<file path="src/rtl/instruction_fetch_stage_pkg.sv">
// Shared constants, types and helpers for the instruction fetch stage.
// Build option: define IF_STALL_COUNTER_EN to add the freezeCycles counter output.
package instruction_fetch_stage_pkg;

   localparam int          ADDR_WIDTH_DEF = 32;
   localparam int          DATA_WIDTH_DEF = 32;
   localparam int          BUF_DEPTH_DEF  = 2;
   localparam logic [31:0] RESET_PC_DEF   = 32'h0000_0000;
   localparam int          WORD_BYTES     = 4;

   // What happens to a read response in the current cycle.
   typedef enum logic [1:0] {
      RESP_NONE,
      RESP_DROP,
      RESP_PUSH
   } resp_e;

   // Width of a counter that must hold 0..depth inclusive.
   function automatic int cnt_width(input int depth);
      return $clog2(depth + 1);
   endfunction

endpackage

</file>
<file path="src/rtl/instruction_fetch_stage_if.sv">
// Instruction-memory read port: request/grant for addresses, in-order valid-qualified read data.
interface instruction_fetch_stage_if
   import instruction_fetch_stage_pkg::*;
#(
   parameter int ADDR_WIDTH = ADDR_WIDTH_DEF,
   parameter int DATA_WIDTH = DATA_WIDTH_DEF
);

   logic                  memReq;
   logic [ADDR_WIDTH-1:0] memAddr;
   logic                  memGnt;
   logic                  memRdValid;
   logic [DATA_WIDTH-1:0] memRdData;

   modport master (
      output memReq,
      output memAddr,
      input  memGnt,
      input  memRdValid,
      input  memRdData
   );

   modport slave (
      input  memReq,
      input  memAddr,
      output memGnt,
      output memRdValid,
      output memRdData
   );

endinterface

</file>
<file path="src/rtl/instruction_fetch_stage_fetch_buffer.sv">
// Circular prefetch FIFO with push, pop, synchronous flush, occupancy count and head data.
// DEPTH must be a power of two so the pointers wrap by plain overflow.
module fetch_buffer
   import instruction_fetch_stage_pkg::*;
#(
   parameter int  DATA_WIDTH = DATA_WIDTH_DEF,
   parameter int  DEPTH      = BUF_DEPTH_DEF,
   localparam int PTR_W      = $clog2(DEPTH),
   localparam int CNT_W      = cnt_width(DEPTH)
) (
   input  logic                  clk,
   input  logic                  rst,
   input  logic                  i_flush,
   input  logic                  i_push,
   input  logic [DATA_WIDTH-1:0] i_data,
   input  logic                  i_pop,
   output logic [CNT_W-1:0]      o_count,
   output logic                  o_empty,
   output logic [DATA_WIDTH-1:0] o_head
);

   localparam logic [CNT_W-1:0] FULL_CNT = CNT_W'(DEPTH);

   logic [DATA_WIDTH-1:0] r_mem [DEPTH];
   logic [PTR_W-1:0]      r_rd_ptr;
   logic [PTR_W-1:0]      r_wr_ptr;
   logic [CNT_W-1:0]      r_count;
   logic                  w_do_pop;
   logic                  w_do_push;

   assign o_empty   = (r_count == '0);
   assign w_do_pop  = i_pop && !o_empty;
   // A full buffer still accepts a push when the head leaves in the same cycle.
   assign w_do_push = i_push && ((r_count != FULL_CNT) || w_do_pop);

   // NOTE: non-blocking assignments so every register here samples pre-edge values.
   always_ff @(posedge clk or negedge rst) begin
      if (!rst) begin
         r_rd_ptr <= '0;
         r_wr_ptr <= '0;
         r_count  <= '0;
      end else if (i_flush) begin
         r_rd_ptr <= '0;
         r_wr_ptr <= '0;
         r_count  <= '0;
      end else begin
         if (w_do_push) r_wr_ptr <= r_wr_ptr + PTR_W'(1);
         if (w_do_pop)  r_rd_ptr <= r_rd_ptr + PTR_W'(1);
         r_count <= r_count + CNT_W'(w_do_push) - CNT_W'(w_do_pop);
      end
   end

   // NOTE: the storage array has no reset; r_count alone says which slots hold valid words.
   always_ff @(posedge clk) begin
      if (w_do_push && !i_flush) r_mem[r_wr_ptr] <= i_data;
   end

   assign o_head  = r_mem[r_rd_ptr];
   assign o_count = r_count;

endmodule

</file>
<file path="src/rtl/instruction_fetch_stage.sv">
// Pipeline IF stage: owns the fetch PC, issues in-order reads, buffers words for IF/ID.
// Build option: define IF_STALL_COUNTER_EN to add the saturating freezeCycles output.
module instruction_fetch_stage
   import instruction_fetch_stage_pkg::*;
#(
   parameter int                    ADDR_WIDTH = ADDR_WIDTH_DEF,
   parameter int                    DATA_WIDTH = DATA_WIDTH_DEF,
   parameter int                    BUF_DEPTH  = BUF_DEPTH_DEF,
   parameter logic [ADDR_WIDTH-1:0] RESET_PC   = ADDR_WIDTH'(RESET_PC_DEF)
) (
   input  logic                      clk,
   input  logic                      rst,
   input  logic                      freeze,
   input  logic                      branchTaken,
   input  logic [ADDR_WIDTH-1:0]     branchAddress,
   instruction_fetch_stage_if.master mem,
   output logic                      instValid,
   output logic [DATA_WIDTH-1:0]     instruction,
   output logic [ADDR_WIDTH-1:0]     pcPlus4
`ifdef IF_STALL_COUNTER_EN
   ,
   output logic [31:0]               freezeCycles
`endif
);

   localparam int                    CNT_W       = cnt_width(BUF_DEPTH);
   localparam logic [ADDR_WIDTH-1:0] PC_STEP     = ADDR_WIDTH'(WORD_BYTES);
   localparam logic [ADDR_WIDTH-1:0] ALIGN_MASK  = ~ADDR_WIDTH'(WORD_BYTES - 1);
   localparam logic [ADDR_WIDTH-1:0] RESET_PC_AL = RESET_PC & ALIGN_MASK;
   localparam logic [CNT_W:0]        DEPTH_C     = (CNT_W + 1)'(BUF_DEPTH);

   logic [ADDR_WIDTH-1:0] r_fetch_pc;
   logic [ADDR_WIDTH-1:0] r_deliver_pc;
   logic [CNT_W-1:0]      r_outstanding;
   logic [CNT_W-1:0]      r_discard;

   logic [CNT_W-1:0]      w_count;
   logic                  w_empty;
   logic [DATA_WIDTH-1:0] w_head;
   logic [CNT_W:0]        w_used;
   logic                  w_pop;
   logic                  w_req;
   logic                  w_grant;
   logic                  w_resp_taken;
   logic [ADDR_WIDTH-1:0] w_target;
   resp_e                 w_resp;

   assign w_target = branchAddress & ALIGN_MASK;
   assign w_pop    = !w_empty && !freeze && !branchTaken;

   // Outstanding reads (squashed ones included) plus buffered words must fit the
   // buffer; a same-cycle pop frees one slot so a 1-cycle memory streams at full rate.
   assign w_used  = {1'b0, r_outstanding} + {1'b0, w_count};
   assign w_req   = rst && !branchTaken && (w_used < DEPTH_C + {{CNT_W{1'b0}}, w_pop});
   assign w_grant = w_req && mem.memGnt;

   assign mem.memReq  = w_req;
   assign mem.memAddr = r_fetch_pc;

   // Responses with nothing outstanding are strays from before a reset and are ignored.
   always_comb begin
      // NOTE: defaults first so every path assigns w_resp and no latch is inferred.
      w_resp = RESP_NONE;
      if (mem.memRdValid && (r_outstanding != '0)) begin
         if (branchTaken || (r_discard != '0)) w_resp = RESP_DROP;
         else                                  w_resp = RESP_PUSH;
      end
   end

   assign w_resp_taken = (w_resp != RESP_NONE);

   always_ff @(posedge clk or negedge rst) begin
      if (!rst) begin
         r_fetch_pc    <= RESET_PC_AL;
         r_deliver_pc  <= RESET_PC_AL;
         r_outstanding <= '0;
         r_discard     <= '0;
      end else if (branchTaken) begin
         // No grant can happen here, so every read still in flight becomes a discard.
         r_fetch_pc    <= w_target;
         r_deliver_pc  <= w_target;
         r_outstanding <= r_outstanding - CNT_W'(w_resp_taken);
         r_discard     <= r_outstanding - CNT_W'(w_resp_taken);
      end else begin
         if (w_grant) r_fetch_pc   <= r_fetch_pc + PC_STEP;
         if (w_pop)   r_deliver_pc <= r_deliver_pc + PC_STEP;
         r_outstanding <= r_outstanding + CNT_W'(w_grant) - CNT_W'(w_resp_taken);
         if (w_resp == RESP_DROP) r_discard <= r_discard - CNT_W'(1);
      end
   end

   fetch_buffer #(
      .DATA_WIDTH (DATA_WIDTH),
      .DEPTH      (BUF_DEPTH)
   ) u_fetch_buffer (
      .clk     (clk),
      .rst     (rst),
      .i_flush (branchTaken),
      .i_push  (w_resp == RESP_PUSH),
      .i_data  (mem.memRdData),
      .i_pop   (w_pop),
      .o_count (w_count),
      .o_empty (w_empty),
      .o_head  (w_head)
   );

   assign instValid   = !w_empty;
   assign instruction = w_empty ? '0 : w_head;
   assign pcPlus4     = r_deliver_pc + PC_STEP;

`ifdef IF_STALL_COUNTER_EN
   logic [31:0] r_freeze_cycles;

   always_ff @(posedge clk or negedge rst) begin
      if (!rst) begin
         r_freeze_cycles <= '0;
      end else if (freeze && instValid && !branchTaken && (r_freeze_cycles != '1)) begin
         r_freeze_cycles <= r_freeze_cycles + 32'd1;
      end
   end

   assign freezeCycles = r_freeze_cycles;
`endif

endmodule

</file>
<file path="src/flat_wrapper.sv">
// flat-port wrapper written by rule: the top's interface ports become plain ports
module instruction_fetch_stage_flat import instruction_fetch_stage_pkg::*;
#(
   parameter int                    ADDR_WIDTH = ADDR_WIDTH_DEF,
   parameter int                    DATA_WIDTH = DATA_WIDTH_DEF,
   parameter int                    BUF_DEPTH  = BUF_DEPTH_DEF,
   parameter logic [ADDR_WIDTH-1:0] RESET_PC   = ADDR_WIDTH'(RESET_PC_DEF)
)
  (clk, rst, freeze, branchTaken, branchAddress, instValid, instruction, pcPlus4, mem_memReq, mem_memAddr, mem_memGnt, mem_memRdValid, mem_memRdData);
  instruction_fetch_stage_if #(.ADDR_WIDTH(ADDR_WIDTH), .DATA_WIDTH(DATA_WIDTH)) mem_i ();
  input  logic clk;
  input  logic rst;
  input  logic freeze;
  input  logic branchTaken;
  input  logic [ADDR_WIDTH-1:0] branchAddress;
  output logic instValid;
  output logic [DATA_WIDTH-1:0] instruction;
  output logic [ADDR_WIDTH-1:0] pcPlus4;
  output wire logic [$bits(mem_i.memReq)-1:0] mem_memReq;
  output wire logic [$bits(mem_i.memAddr)-1:0] mem_memAddr;
  input wire logic [$bits(mem_i.memGnt)-1:0] mem_memGnt;
  input wire logic [$bits(mem_i.memRdValid)-1:0] mem_memRdValid;
  input wire logic [$bits(mem_i.memRdData)-1:0] mem_memRdData;
  assign mem_memReq = mem_i.memReq;
  assign mem_memAddr = mem_i.memAddr;
  assign mem_i.memGnt = mem_memGnt;
  assign mem_i.memRdValid = mem_memRdValid;
  assign mem_i.memRdData = mem_memRdData;
  instruction_fetch_stage #(.ADDR_WIDTH(ADDR_WIDTH), .DATA_WIDTH(DATA_WIDTH), .BUF_DEPTH(BUF_DEPTH), .RESET_PC(RESET_PC)) u_core (.clk(clk), .rst(rst), .freeze(freeze), .branchTaken(branchTaken), .branchAddress(branchAddress), .mem(mem_i), .instValid(instValid), .instruction(instruction), .pcPlus4(pcPlus4));
endmodule
</file>
<file path="config.mk">
export PLATFORM = sky130hd
export DESIGN_NAME = instruction_fetch_stage_flat
export DESIGN_NICKNAME = d
export VERILOG_FILES = /design/src/rtl/instruction_fetch_stage_pkg.sv /design/src/rtl/instruction_fetch_stage_if.sv /design/src/rtl/instruction_fetch_stage_fetch_buffer.sv /design/src/rtl/instruction_fetch_stage.sv /design/src/flat_wrapper.sv
export SDC_FILE = /design/constraint.sdc
export NUM_CORES = 1
export LEC_CHECK = 0
export ABC_AREA = 1
export ABC_CLOCK_PERIOD_IN_PS = 4000
export BUFFER_PORTS_ARGS = -buffer_cell sky130_fd_sc_hd__buf_2
export CORE_ASPECT_RATIO = 0.6
export CORE_UTILIZATION = 40
export CTS_CLUSTER_DIAMETER = 50
export DETAILED_ROUTE_END_ITERATION = 16
export PLACE_DENSITY = 0.69
export SETUP_SLACK_MARGIN = 0.02
export SKIP_LAST_GASP = 1
export SYNTH_ARGS = -nofsm -noshare
export SYNTH_HDL_FRONTEND = slang
export SYNTH_SLANG_ARGS = --single-unit
</file>
<file path="constraint.sdc">
create_clock -name clk -period 4 [get_ports clk]
set_input_delay 0 -clock clk [delete_from_list [all_inputs] [get_ports clk]]
set_output_delay 0 -clock clk [all_outputs]
set_load 0.005 [all_outputs]
</file>
==> flow_summary.ini, run 1 <==
[power]
finalPower_mw = 4.64
p_leak_nw = 4.46
clockPowerShare = 0.358
vdd_ir_drop_max_mv = 0.294
seq_power_share = 0.390
power.density_nw_per_um2 = 482
p_switching_mw = 1.57
power_frac_comb = 0.252
p_int_mw = 3.07
sw_frac_of_total = 0.338

[critical_path]
cp-end-kind = output port
crit_type = register to output port
crit_start = u_core.u_fetch_buffer.r_rd_ptr
crit_fanout = 34
cp.required_ps = 4000
cpPeakStageDelay_ps = 890
cp.arrival_ps = 2570
crit_path_start_kind = register
crit_path_cell_trace = buf_4 -> clkinv_1 -> nand2_1 -> a21oi_1 -> buf_2
rr_startpoint = u_core.u_fetch_buffer.o_count[0]
cp_slowest_cell = clkinv_1

[timing]
period_share = 0.642
drv_slew = 0
rsz0062_at_grt = no
tightest_slew_ps = 1100
fin_ws_ps = 1430
hold_violations = 0
skew_ps = 9.93
fin_setup_tns_ps = 0
min_period_ps = 2570
finalSetupViolCount = 0
holdWs_ps = 54.6
fmax_ghz = 0.389
relSlewSlack = 0.265

[status]
status = completed

[finish]
final_core_util = 0.549
final_nets = 1236
multi_input_area_um2 = 3330
diodes = 0
fillers = 1594
synthToLayoutAreaGrowth_pct = 31.0
seq_area_um2 = 3620
drive_gt1_frac = 0.208

[floorplan]
coreArea_um2 = 17500
die_area_um2 = 19000
num_io_pins = 168
start_util = 0.419
die_x_um = 177
rows = 37
die_h_um = 107

[synth]
synth_warnings = 0
synth_area_um2 = 7360
async_flop_share = 0.515
ys_seq_area_frac = 0.492
netlist_instances = 936
synth-edff-count = 64
ys_seq_elements = 132
synth_cell_types = 36
synth.largest_area_cell = edfxtp_1
synth.area.top_cells = edfxtp_1 (26%), dfrtp_1 (23%), nand2_1 (19%)
yosys.area.top_type_share = 0.261
syn_area_per_cell_um2 = 7.86
ys_dominant_reg_cell = dfrtp_1

[place]
dp_hpwl_um = 15300
placement.io_buffers = 161
place_congestion = 0.928
place_worst_setup_slack_ps = 1550

[worst_hold_path]
hold_class = input pin to register
min_from = freeze

[flow_run]
maxCapViolCount = 0

[grt]
grt.total_usage = 0.240
grt_max_degree = 51
first_global_vias = 6486
grt_pass1_wl_um = 34300
antenna_found_initial = 0
grt.overflow.total = 0

[route]
drc = 0
drtIter0Drc = 806
dr.pass1.iters = 7
wl_per_cell_um = 15.6
avgViaCountPerCell = 4.99
wirelength_um = 21900
num_vias = 7001
ant_nets = 0

[cts]
path_clk_slew_ps = 60
cts_made_buffers = 17
cts.root.buffer_cell = clkbuf_16
cts_tree = done
cts_resized = 0
ctsLongestPathBuffers = 2
insertion_delay_ps = 430
clock_sinks = 132
h-tree-depth = 4
[final cells by class]
cell class | count | share of cell area
sequential | 132 | 0.376
timing repair buffer | 231 | 0.154
inverter | 75 | 0.0292
multi-input combinational | 700 | 0.346
clock inverter | 15 | 0.0201
tap | 234 | 0.0304
clock buffer | 17 | 0.0441
[power groups by stage]
| stage | Clock [mW] | Combinational [mW] | Sequential [mW] |
|---|---|---|---|
| global placement | 0 | 1.10 | 1.82 |
| floorplan | 0 | 0.685 | 1.79 |
| CTS | 1.68 | 1.17 | 1.80 |
| finish | 1.66 | 1.17 | 1.81 |
| global route | 1.74 | 1.32 | 1.83 |
| detailed placement | 0 | 1.12 | 1.83 |
[kinds of logic (layout without fill, tap and decap cells)]
group / count (synthesis) / in the layout / synth area share
AO/OA/AOI/OAI: 68 / 68 / 0.0498
flip-flops: 132 / 132 / 0.492
XOR/XNOR: 24 / 24 / 0.0316
buffers and inverters: 107 / 338 / 0.0585
AND/OR/NAND/NOR: 595 / 595 / 0.351
other: 1 / 4 / 0.000510
adder cells (fa/ha/maj): 9 / 9 / 0.0163
[synthesized netlist by cell type (10+ instances only)]
library cell / number
o21ai_0: 19
dfrtp_1: 68
inv_1: 69
xor2_1: 11
nor2_1: 73
a21oi_1: 35
edfxtp_1: 64
xnor2_1: 10
nor2_4: 13
nand2_1: 377
nand2_2: 10
clkbuf_1: 18
nand3b_1: 14
nand3_1: 87
[per-stage QoR]
stage | cells | cell area, um2
2_1_floorplan | 939 | 7370
3_3_place_gp | 1309 | 8390
3_5_place_dp | 1309 | 8390
4_1_cts | 1404 | 9640
5_1_grt | 1404 | 9640
6_report | 1404 | 9640
[what timing repair did]
| item | 4_1_cts | 5_1_grt |
|---|---|---|
| hold buffers | 63 | 0 |
| setup endpoints to repair | 0 | 0 |
| hold endpoints to repair | 141 | 0 |
| buffers inserted | 0 | 0 |
[cell usage in the layout (no fill, tap or decap), types with 2 or more instances in the layout]
cell type / netlist / layout
a21oi_1: 35 / 35
and2_1: 5 / 5
buf_2: 8 / 161
buf_4: 5 / 7
bufinv_16: 0 / 3
clkbuf_16: 0 / 17
clkinv_4: 0 / 2
clkinvlp_4: 0 / 2
conb_1: 1 / 4
dfrtp_1: 68 / 68
dlygate4sd3_1: 0 / 63
edfxtp_1: 64 / 64
ha_1: 8 / 8
inv_1: 69 / 69
inv_2: 5 / 5
inv_6: 0 / 5
inv_8: 0 / 2
nand2_1: 377 / 377
nand2_2: 10 / 10
nand2_4: 2 / 2
nand3_1: 87 / 87
nand3b_1: 14 / 14
nand4_1: 5 / 5
nor2_1: 73 / 71
nor2_2: 6 / 6
nor2_4: 13 / 15
o211ai_1: 3 / 3
o21ai_0: 19 / 19
o21bai_1: 4 / 4
o22ai_1: 4 / 4
xnor2_1: 10 / 10
xor2_1: 11 / 11
xor2_2: 3 / 3
[layer usage]
layer  routed length, um  track usage  share of wire
met2                8810        0.332           0.40
met4                 244       0.0616          0.011
met5                   0            0              0
met1               10600        0.363           0.48
met3                2260       0.0631           0.10
[state kept, by name (all words and copies together) (netlist names)]
register / cells
u_core.u_fetch_buffer.r_wr_ptr: 1
u_core.u_fetch_buffer.r_rd_ptr: 1
u_core.u_fetch_buffer.o_count: 2
u_core.u_fetch_buffer.r_mem: 64
u_core.r_deliver_pc: 30
u_core.r_outstanding: 2
u_core.mem.memAddr: 30
u_core.r_discard: 2
[final timing paths]
path                                      endpoint  slack (ps)  cells past startpoint
setup reg to reg           u_core.r_outstanding[1]        1540                     11
hold / removal              u_core.r_deliver_pc[6]          50                      4
setup / recovery                   instruction[31]        1430                      5
max in group asynchronous   u_core.mem.memAddr[19]        2780                      3
min in group asynchronous   u_core.mem.memAddr[30]         100                      2
hold reg to reg              u_core.mem.memAddr[3]         540                      2
[worst max-delay path: cells and delay by family (launching register included)]
kind / cells / cell delay [ps]
AOI/OAI and AO/OA: 1 / 110
buffers and inverters: 3 / 1410
DFF: 1 / 320
and+or+nand+nor: 1 / 290
Note: power is estimated with default switching activity, not from simulation.
==> inputs of run 2 (changes only) <==
Settings changed: ABC_CLOCK_PERIOD_IN_PS 4000 to 2210, PLACE_DENSITY 0.69 to 0.71.
Clock period 4 ns to 2.21 ns, I/O delays scaled along.
==> flow_summary.ini, run 2 (synthesis results as in run 1) <==
[timing]
rsz0062_at_grt = yes
drv_slew = 0
hold_violations = 0
fmax_ghz = 0.474
relSlewSlack = 0.567
min_period_ps = 2110
tightest_slew_ps = 649
finalSetupViolCount = 0
period_share = 0.955
skew_ps = 9.71
fin_ws_ps = 100

[power]
finalPower_mw = 8.17
power.density_nw_per_um2 = 844
vdd_ir_drop_max_mv = 0.513
p_leak_nw = 4.48

[cts]
insertion_delay_ps = 420
path_clk_slew_ps = 60
h-tree-depth = 4
cts_tree = done
clock_sinks = 132
cts.root.buffer_cell = clkbuf_16
post-cts-setup-buffers = 0
cts_made_buffers = 17
ctsLongestPathBuffers = 2

[worst_hold_path]
min_delay_path_depth = 4
holdPathEnd = u_core.r_outstanding[0]
hold_class = input pin to register
min_from = branchTaken

[floorplan]
coreArea_um2 = 17500
start_util = 0.419
num_io_pins = 168
die_x_um = 177
die_area_um2 = 19000
die_h_um = 107
rows = 37

[route]
wirelength_um = 22300
dr.pass1.iters = 5
wl_per_cell_um = 15.8
drtIter0Drc = 775
ant_nets = 0
num_vias = 7065
drc = 0
avgViaCountPerCell = 5.00

[critical_path]
rr_startpoint = u_core.u_fetch_buffer.o_count[0]
crit_path_cell_trace = nand2_1 -> nor2_2 -> nand2_1 -> nor2_2 -> xor2_1 -> buf_2
cp.required_ps = 2210
crit_path_start_kind = register
rr_worst_depth = 9
cp_slowest_cell = dfrtp_1
cp.arrival_ps = 2110
cpPeakStageDelay_ps = 440
crit_fanout = 4
cp-end-kind = output port
crit_buf_inv = 1
r2r_setup_slack_ps = 180
cp_top_family = simple AND/OR/NAND/NOR gates
crit_type = register to output port
r2r-end = u_core.r_outstanding[1]

[status]
status = completed

[finish]
layout_commonest_cell = nand2_1
layout.cells.non_filler = 1412
final_core_util = 0.551
largest_register = u_core.u_fetch_buffer.r_mem
drive_gt1_frac = 0.213
synthToLayoutAreaGrowth_pct = 31.4
final_area_um2 = 9670
final_cell_mix = nand2_1 (376), buf_2 (161), nand3_1 (87), inv_1 (69), nor2_1 (69)
final_nets = 1243
largest_reg_flops = 64

[place]
placed_cells = 1316
place_congestion = 0.957
placed_area_um2 = 8460
placement.io_buffers = 161
place_worst_setup_slack_ps = 95.1
dp_hpwl_um = 16000

[grt]
first_global_vias = 6647
grt_max_degree = 49
grt.total_usage = 0.245
use_met1 = 0.362
grt.overflow.total = 0
top_usage_layer = met1
use_met3 = 0.0865
antenna_found_initial = 1
grt_pass1_wl_um = 34600
use_met2 = 0.331

[flow_run]
maxCapViolCount = 0
[run 2: through the flow]
stage / hold WS [ps] / setup TNS, ps
finish: 27.7 / 0
global route: 19.8 / 0
CTS: 2.00 / 0
detailed placement: 93.4 / 0
global placement: 90.8 / 0
floorplan: -296 / -21710
[run 2: worst min-delay path, stage by stage]
cell	delay [ps]
buf_2	90
inv_2	150
nand2_1	100
nand2_1	50
[run 2: routing by layer]
layer,vias up,wire length (um)
met4,0,247
li1,3459,-
met5,-,0
met2,327,8910
met1,3262,10700
met3,17,2470
[run 2: final cells by class]
class	instances	area [um2]
tap	234	293
timing repair buffer	238	1570
inverter	75	282
multi-input combinational	700	3340
clock inverter	13	134
clock buffer	19	433
antenna	1	2.50
sequential	132	3620
fill	1620	7880
[run 2: how the worst max path moves through the flow]
stage | startpoint | to | slack, ps | cells past startpoint
final | u_core.r_deliver_pc[11] | pcPlus4[12] | 100 | 6
after global routing | u_core.r_deliver_pc[2] | pcPlus4[24] | 20 | 9
after CTS | u_core.u_fetch_buffer.o_count[0] | u_core.mem.memAddr[10] | 80 | 8
after detailed placement | u_core.u_fetch_buffer.o_count[0] | u_core.mem.memAddr[10] | 100 | 8
after global placement | u_core.u_fetch_buffer.o_count[0] | u_core.mem.memAddr[11] | 110 | 8
after floorplan | u_core.r_discard[0] | u_core.u_fetch_buffer.r_mem[0][0] | -340 | 4
[run 2: timing repair]
| action | 4_1_cts | 5_1_grt |
|---|---|---|
| endpoints found under the setup margin | 0 | 15 |
| gates resized for setup | 0 | 4 |
| hold endpoints to repair | 144 | 0 |
| hold buffers | 63 | 0 |
[run 2: power breakdown]
| part | total (mW) | internal [mW] | switching, mW | leakage (nW) |
|---|---|---|---|---|
| clock | 2.75 | 1.66 | 1.09 | 0.275 |
| sequential | 3.27 | 2.92 | 0.349 | 1.41 |
| combinational | 2.15 | 0.859 | 1.29 | 2.80 |
| total | 8.17 | 5.44 | 2.73 | 4.48 |
==> inputs of run 3 (changes only) <==
Settings changed: CELL_PAD_IN_SITES_DETAIL_PLACEMENT set to 0, CELL_PAD_IN_SITES_GLOBAL_PLACEMENT set to 1, CORE_UTILIZATION 40 to 36, PLACE_DENSITY 0.71 to 0.84.
==> flow_summary.ini, run 3 (synthesis results as in run 1) <==
[finish]
synthToLayoutAreaGrowth_pct = 32.0
largest_reg_flops = 64
layout.cells.non_filler = 1450
final_nets = 1244
diodes = 0
largest_register = u_core.u_fetch_buffer.r_mem
fillers = 1983
drive_gt1_frac = 0.212
multi_input_area_um2 = 3340
layout_commonest_cell = nand2_1
final_cell_mix = nand2_1 (376), buf_2 (161), nand3_1 (87), nor2_1 (71), inv_1 (69)
final_core_util = 0.485
seq_area_um2 = 3620

[floorplan]
die_h_um = 113
coreArea_um2 = 20000
start_util = 0.368
num_io_pins = 168
die_area_um2 = 21000
die_x_um = 187
rows = 40

[power]
p_int_mw = 5.34
power.density_nw_per_um2 = 839
power_frac_comb = 0.266
p_switching_mw = 2.81
sw_frac_of_total = 0.345
seq_power_share = 0.403
vdd_ir_drop_max_mv = 0.519
clockPowerShare = 0.332
p_leak_nw = 4.47

[timing]
min_period_ps = 2060
holdWs_ps = 79.9
rsz0062_at_grt = yes
skew_ps = 10.1
period_share = 0.934
finalSetupViolCount = 0
relSlewSlack = 0.559
fmax_ghz = 0.484
fin_ws_ps = 145
drv_slew = 0
hold_violations = 0
tightest_slew_ps = 662

[route]
drc = 0
drtIter0Drc = 636
wl_per_cell_um = 15.6
ant_nets = 0
num_vias = 6990
wirelength_um = 22600
avgViaCountPerCell = 4.82
dr.pass1.iters = 5

[critical_path]
crit_type = register to output port
crit_fanout = 4
cp-end-kind = output port
cp.required_ps = 2210
crit_path_start_kind = register
cp.arrival_ps = 2060

[grt]
grt.total_usage = 0.218
grt_max_degree = 49
antenna_found_initial = 0
grt_pass1_wl_um = 35100
grt.overflow.total = 0
first_global_vias = 6310

[cts]
h-tree-depth = 4
insertion_delay_ps = 420
clock_sinks = 132
post-cts-setup-buffers = 0
cts_made_buffers = 17
cts.root.buffer_cell = clkbuf_16
cts_tree = done
path_clk_slew_ps = 60
ctsLongestPathBuffers = 2

[place]
place_congestion = 0.864
placement.io_buffers = 161
placed_cells = 1355
dp_hpwl_um = 16200
place_worst_setup_slack_ps = 98.1

[worst_hold_path]
hold_class = input pin to register

[flow_run]
maxCapViolCount = 0

[status]
status = completed
==> run 3: cell types whose count changed in the layout (fill, tap and decap cells not counted), moves of 2 or more <==
cell / change
clkinv_2: -3
clkinv_4: +2
inv_6: +2
nor2_1: +2
nor2_2: -3
==> run 3: area by class of cell <==
cell class / instances / area share
Timing Repair Buffer: 239 / 0.162
Inverter: 75 / 0.0290
Sequential cell: 132 / 0.373
Clock inverter: 13 / 0.0131
Clock buffer: 18 / 0.0442
Multi-Input combinational cell: 700 / 0.343
Tap cell: 273 / 0.0352
==> run 3: critical path: stages (launching register included) <==
cell and delay, ps:
dfrtp_1 430, nand2_1 130, nor2_1 290, nand2_1 110, nor2_2 240, xor2_1 280
buf_2 170
==> run 3: what timing repair did <==
item / 4_1_cts / 5_1_grt
endpoints found under the setup margin: 0 / 14
hold endpoints to repair: 144 / 0
hold buffers: 64 / 0
resized for setup: 0 / 3
==> run 3: per-stage QoR <==
step | cell area (um2) | setup TNS, ps | total power, mW
floorplan | 7370 | -21710 | 4.47
global placement | 8500 | 0 | 5.36
detailed placement | 8500 | 0 | 5.39
CTS | 9700 | 0 | 8.20
global route | 9720 | -3.04 | 8.64
finish | 9720 | 0 | 8.15
==> run 3: power groups by stage <==
stage	combinational [mW]	clock (mW)	sequential, mW
after floorplan	1.24	0	3.24
after global placement	2.05	0	3.31
after detailed placement	2.07	0	3.32
after CTS	2.17	2.76	3.28
after global routing	2.45	2.87	3.33
final	2.17	2.70	3.28
==> run 3: routing by layer <==
metal	vias up	GRT usage	wire [um]	part of all wire
met5	-	0	0	0
met4	0	0.0388	145	0.0064
met3	15	0.0453	1460	0.065
met2	234	0.302	9200	0.41
met1	3289	0.346	11800	0.52
li1	3452	-	-	-
==> run 3: final timing paths <==
kind                       cells past startpoint                          endpoint                             start  slack (ps)
max                                            6                       pcPlus4[12]           u_core.r_deliver_pc[10]         150
min reg2reg                                    1    u_core.u_fetch_buffer.r_wr_ptr    u_core.u_fetch_buffer.r_wr_ptr         540
max reg2reg                                    9           u_core.r_outstanding[1]  u_core.u_fetch_buffer.o_count[0]         210
min in group asynchronous                      3           u_core.r_deliver_pc[21]                               rst         260
max in group asynchronous                      4  u_core.u_fetch_buffer.o_count[1]                               rst         980
min                                            4            u_core.r_deliver_pc[5]                            freeze          80
